### config.mk
export PLATFORM = sky130hd
export DESIGN_NAME = debug_unit_ctrl
export DESIGN_NICKNAME = d
export VERILOG_FILES = /design/src/rtl/debug_unit_ctrl.sv
export SDC_FILE = /design/constraint.sdc
export NUM_CORES = 1
export LEC_CHECK = 0
export ABC_AREA = 1
export BUFFER_PORTS_ARGS = -buffer_cell sky130_fd_sc_hd__buf_2
export CAP_MARGIN = 5
export CORE_ASPECT_RATIO = 0.6
export CORE_MARGIN = 1.5
export CORE_UTILIZATION = 28
export DETAILED_ROUTE_END_ITERATION = 10
export GPL_ROUTABILITY_DRIVEN = 0
export HOLD_SLACK_MARGIN = 0.02
export PLACE_DENSITY_LB_ADDON = 0.12
export SYNTH_ARGS = -nofsm -noshare
export SYNTH_HDL_FRONTEND = slang
export SYNTH_SLANG_ARGS = --single-unit
export TNS_END_PERCENT = 50
### constraint.sdc
create_clock -name i_clk -period 3 [get_ports i_clk]
set_input_delay 0.15 -clock i_clk [delete_from_list [all_inputs] [get_ports i_clk]]
set_output_delay 0.15 -clock i_clk [all_outputs]
set_load 0.02 [all_outputs]
### src/rtl/debug_unit_ctrl.sv
// UART debug/loader controller: loads instruction memory, runs or single-steps
// the core through its clock-enable, and reports the PC back over UART.
module debug_unit_ctrl #(
  parameter int NB_DATA = 32,
  parameter int NB_ADDR = 10,
  parameter int NB_CNT  = 16,
  parameter int NB_BYTE = 8
) (
  input  logic               i_clk,
  input  logic               i_rst_n,
  input  logic [NB_BYTE-1:0] i_rx_data,
  input  logic               i_rx_valid,
  output logic [NB_BYTE-1:0] o_tx_data,
  output logic               o_tx_start,
  input  logic               i_tx_done,
  output logic               o_imem_we,
  output logic [NB_ADDR-1:0] o_imem_addr,
  output logic [NB_DATA-1:0] o_imem_data,
  output logic               o_cpu_en,
  input  logic               i_halt,
  input  logic [NB_DATA-1:0] i_pc
);

  localparam logic [NB_BYTE-1:0] CMD_LOAD = NB_BYTE'(8'h4C);
  localparam logic [NB_BYTE-1:0] CMD_RUN  = NB_BYTE'(8'h52);
  localparam logic [NB_BYTE-1:0] CMD_STEP = NB_BYTE'(8'h53);
  localparam logic [NB_BYTE-1:0] RSP_ACK  = NB_BYTE'(8'h06);
  localparam logic [NB_BYTE-1:0] RSP_NAK  = NB_BYTE'(8'h15);

  typedef enum logic [3:0] {
    IDLE, LOAD_CNT_LO, LOAD_CNT_HI, LOAD_DATA, LOAD_WR,
    RUN, STEP, SEND_PC, SEND_ACK, WAIT_TX
  } state_t;

  state_t              state, state_nxt;
  logic [NB_BYTE-1:0]  cnt_lo;
  logic [NB_CNT-1:0]   words_left;
  logic [NB_CNT-1:0]   cnt_full;
  logic [1:0]          byte_idx;
  logic [NB_ADDR-1:0]  addr;
  logic [NB_DATA-1:0]  data;
  logic [NB_DATA-1:0]  pc_lat;
  logic [NB_DATA-1:0]  pc_src;
  logic [NB_BYTE-1:0]  pc_byte;
  logic [1:0]          tx_idx;
  logic                tx_pc;
  logic [NB_BYTE-1:0]  ack_code;
  logic [NB_BYTE-1:0]  tx_hold;

  assign cnt_full = NB_CNT'({i_rx_data, cnt_lo});

  // The PC is captured during the first SEND_PC cycle rather than on the
  // transition edge, so the value reflects the last enabled pipeline cycle.
  assign pc_src  = (tx_idx == 2'd0) ? i_pc : pc_lat;
  assign pc_byte = pc_src[int'(tx_idx)*NB_BYTE +: NB_BYTE];

  always_ff @(posedge i_clk or negedge i_rst_n) begin
    if (!i_rst_n) state <= IDLE;
    else          state <= state_nxt;
  end

  always_comb begin
    state_nxt = state;
    unique case (state)
      IDLE: begin
        if (i_rx_valid) begin
          if (i_rx_data == CMD_LOAD)      state_nxt = LOAD_CNT_LO;
          else if (i_rx_data == CMD_RUN)  state_nxt = i_halt ? SEND_PC : RUN;
          else if (i_rx_data == CMD_STEP) state_nxt = i_halt ? SEND_PC : STEP;
          else                            state_nxt = SEND_ACK;
        end
      end
      LOAD_CNT_LO: if (i_rx_valid) state_nxt = LOAD_CNT_HI;
      LOAD_CNT_HI: if (i_rx_valid) state_nxt = (cnt_full == '0) ? SEND_ACK : LOAD_DATA;
      LOAD_DATA:   if (i_rx_valid && byte_idx == 2'd3) state_nxt = LOAD_WR;
      LOAD_WR:     state_nxt = (words_left == NB_CNT'(1)) ? SEND_ACK : LOAD_DATA;
      RUN:         if (i_halt) state_nxt = SEND_PC;
      STEP:        state_nxt = SEND_PC;
      SEND_PC,
      SEND_ACK:    state_nxt = WAIT_TX;
      WAIT_TX:     if (i_tx_done) state_nxt = (tx_pc && tx_idx != 2'd3) ? SEND_PC : IDLE;
      default:     state_nxt = IDLE;
    endcase
  end

  always_ff @(posedge i_clk or negedge i_rst_n) begin
    if (!i_rst_n) begin
      cnt_lo     <= '0;
      words_left <= '0;
      byte_idx   <= '0;
      addr       <= '0;
      data       <= '0;
      pc_lat     <= '0;
      tx_idx     <= '0;
      tx_pc      <= 1'b0;
      ack_code   <= '0;
      tx_hold    <= '0;
    end else begin
      unique case (state)
        IDLE: if (i_rx_valid) begin
          addr     <= '0;
          byte_idx <= '0;
          tx_idx   <= '0;
          ack_code <= (i_rx_data == CMD_LOAD) ? RSP_ACK : RSP_NAK;
          tx_pc    <= (i_rx_data == CMD_RUN) || (i_rx_data == CMD_STEP);
        end
        LOAD_CNT_LO: if (i_rx_valid) cnt_lo <= i_rx_data;
        LOAD_CNT_HI: if (i_rx_valid) words_left <= cnt_full;
        LOAD_DATA: if (i_rx_valid) begin
          data[int'(byte_idx)*NB_BYTE +: NB_BYTE] <= i_rx_data;
          byte_idx <= byte_idx + 2'd1;
        end
        LOAD_WR: begin
          addr       <= addr + NB_ADDR'(1);
          words_left <= words_left - NB_CNT'(1);
        end
        SEND_PC: begin
          if (tx_idx == 2'd0) pc_lat <= i_pc;
          tx_hold <= pc_byte;
        end
        SEND_ACK: tx_hold <= ack_code;
        WAIT_TX:  if (i_tx_done) tx_idx <= tx_idx + 2'd1;
        default: ;
      endcase
    end
  end

  always_comb begin
    o_imem_we   = (state == LOAD_WR);
    o_imem_addr = addr;
    o_imem_data = data;
    o_cpu_en    = (state == RUN) || (state == STEP);
    o_tx_start  = (state == SEND_PC) || (state == SEND_ACK);
    o_tx_data   = tx_hold;
    if (state == SEND_PC)       o_tx_data = pc_byte;
    else if (state == SEND_ACK) o_tx_data = ack_code;
  end

endmodule

==> flow_summary.toml <==
[logic_synthesis]
ys.flop_type = "dfrtp_1"
ys_seq_elements = 118
synth-edff-count = 0
ys_seq_area_frac = 0.459
syn_inst = 862
syn-num-nets = 917
synth.distinct_cells = 36
synthesis.area_mm2 = 0.00643
ys_warn_count = 0
synth.avg_cell_area_um2 = 7.47
async_reset_ff_frac = 1.00

[global_route]
top_usage_layer = "met1"
gr-total-overflow = 0
grt_util_all_layers = 0.172
grt_pass1_wl_mm = 30.7
grt_use_met3 = 0.0460
grt_max_degree = 57
grt.met1_usage = 0.283
grt_antenna_before_repair = 0
grt_pass1_vias = 5431
grt.met2_usage = 0.209

[layout]
n_antenna_cell = 0
layout.nets = 1014
finish.utilization = 0.351
syn2layout_area_growth_pct = 21.5
regArea_mm2 = 0.00295
multi_input_area_mm2 = 0.00297
final_cell_mix = "265 x nand2_1, 118 x dfrtp_1, 98 x o21ai_0, 97 x nor2_1, 96 x buf_2"
fillCellCount = 2384
stdcell_count = 1279
final_common_cell = "nand2_1"
layout-drive-gt1-share = 0.166

[detailed_routing]
drtIter0Drc = 482
vias = 5723
drtAntennaViolNets = 0
viasPerCell = 4.47
dr.pass1.iters = 5
drc = 0
wl_per_cell_um = 15.0
drt_wl_total_mm = 19.2

[critical_path]
critical_path.max_fanout = 21
crit_path_start_kind = "flop"
crit_path_max_incr_delay_ns = 0.48
required_ns = 2.85
critPathSlowestCell = "dfrtp_1"
critPathCaptureType = "output port"
cp_cell_sequence = "inv_1 > buf_4 > ha_2 > buf_4 > o21ai_0 > o21ai_0 > o21ai_0 > nand2_1 > nand3_1 > buf_2"
cpMostUsedCell = "o21ai_0"
cp_data_arrival_time_ns = 2.53
r2r_setup_slack_ns = 0.96
worstSetupPathType = "flop to output port"
r2r_start = "tx_idx[1]"
r2r_end = "tx_hold[4]"
ff2ff_path_depth = 11

[sta]
max_freq_mhz = 374
fin_worst_skew_ns = 0.0114
finalSetupViolCount = 0
holdWs_ns = 0.0604
hold_viol = 0
post-route-period-util = 0.892
min_period_ns = 2.68
worstMarginPinSlew_ns = 0.553
setup_tns_ns = 0
rsz0062_at_grt = "false"
slew_headroom = 0.629
drv_slew = 0

[die]
dieArea_mm2 = 0.0239
die_y_um = 120
rows = 42
io_pins = 98
core-area_mm2 = 0.0223
start_util = 0.289
dieWidth_um = 199

[clock_network]
clkLatencyLatePin_ns = 0.43
cts_buffers = 17
root_buffer = "clkbuf_16"
cts_sinks = 118
htreeDepth = 4
clock_path_buffers = 2
tritoncts = "done"
path_clk_slew_ns = 0.05
post_cts_buffers = 0

[placement]
dpl.hpwl_mm = 13.9
dp.cells = 1246
io_buffers = 97

[hold_path]
min_path_type = "primary input to flop"
whs_endpoint = "o_imem_data[21]"
hp-start = "i_rx_data[5]"
hold-path-cell-count = 3

[power]
ir_worst_vdd_mv = 0.409
leakage_uw = 0.00421
power_density_mw_per_mm2 = 958

[run]
cap_viol_max_count = 0

[run_status]
outcome = "complete, no violations"
area by class of cell:
type                            count  area share
Clock buffer                       28      0.0661
Clock inverter                      3     0.00512
Inverter                           92      0.0445
Multi-Input combinational cell    621       0.380
Sequential cell                   118       0.378
Tap cell                          308      0.0493
Timing Repair Buffer              109      0.0778
stage by stage:
step | power [uW] | setup slack, ns | area, um2
floorplan | 4560 | 0.701 | 6430
global placement | 5570 | 0.765 | 7240
detailed placement | 5550 | 0.771 | 7240
CTS | 7560 | 0.301 | 7820
global route | 8110 | 0.0119 | 7820
finish | 7490 | 0.325 | 7820
synth_stat cells (2+ instances only):
cell,n,area [um2]
a21boi_0,2,15.0
a21oi_1,29,145
a21oi_2,6,52.6
buf_2,9,45.0
buf_4,3,22.5
buf_6,4,45.0
clkbuf_1,15,56.3
clkinv_1,2,7.51
dfrtp_1,118,2950
ha_1,10,125
inv_1,84,315
inv_2,5,18.8
mux2i_1,6,60.1
nand2_1,265,995
nand2_2,3,18.8
nand3_1,48,240
nand4_1,5,31.3
nor2_1,97,364
nor2_2,4,25.0
nor2_4,4,45.0
nor2_8,3,60.1
nor3_1,7,35.0
o211ai_1,7,52.6
o21a_1,12,90.1
o21ai_0,98,490
o22ai_1,2,12.5
xor2_1,5,43.8
layer usage:
metal	wire length (um)	share of wire
met2	6830	0.36
met4	192	0.010
met1	11300	0.59
met3	886	0.046
met5	0	0
flip-flops by register name (all words and copies together) (netlist names), 3 cells and up:
name / count
ack_code: 3
tx_hold: 8
o_imem_data: 32
o_imem_addr: 10
pc_lat: 32
state: 4
cnt_lo: 8
words_left: 16
critical path: cells and delay by family, from the launching register on:
kind / cells / cell delay [ns]
buffers and inverters: 4 / 0.63
AOI/OAI and AO/OA: 3 / 0.61
DFF: 1 / 0.48
adders and majority gates: 1 / 0.21
and+or+nand+nor: 2 / 0.17
where the power goes:
part / total, uW / internal, uW / switching [uW]
clock: 1970 / 1240 / 723
sequential: 2480 / 2110 / 368
combinational: 3040 / 1020 / 2020
total: 7490 / 4370 / 3110
how the worst max path moves through the flow:
stage,endpoint,depth (start not counted),startpoint,slack [ns]
6_report,o_tx_data[4],10,tx_idx[1],0.32
5_1_grt,o_tx_data[2],10,tx_idx[1],0.01
4_1_cts,o_tx_data[2],11,tx_idx[1],0.30
3_5_place_dp,o_tx_data[2],11,tx_idx[1],0.77
3_3_place_gp,o_tx_data[4],10,tx_idx[1],0.76
2_1_floorplan,o_tx_data[3],10,tx_idx[0],0.70
cells by family (layout without fill, tap and decap cells):
logic type | Yosys count | after routing | synth area share
buffers and inverters | 123 | 232 | 0.0803
XOR/XNOR | 5 | 5 | 0.00681
AND/OR/NAND/NOR | 439 | 439 | 0.286
flip-flops | 118 | 118 | 0.459
multiplexers | 7 | 7 | 0.0111
adder cells (fa/ha/maj) | 10 | 10 | 0.0194
AO/OA/AOI/OAI | 160 | 160 | 0.138
what timing repair did:
item	CTS	global route
hold endpoints to repair	25	0
setup endpoints to repair	0	0
resized for setup	0	0
hold buffers	2	0
Power figures use the tool's default switching activity.
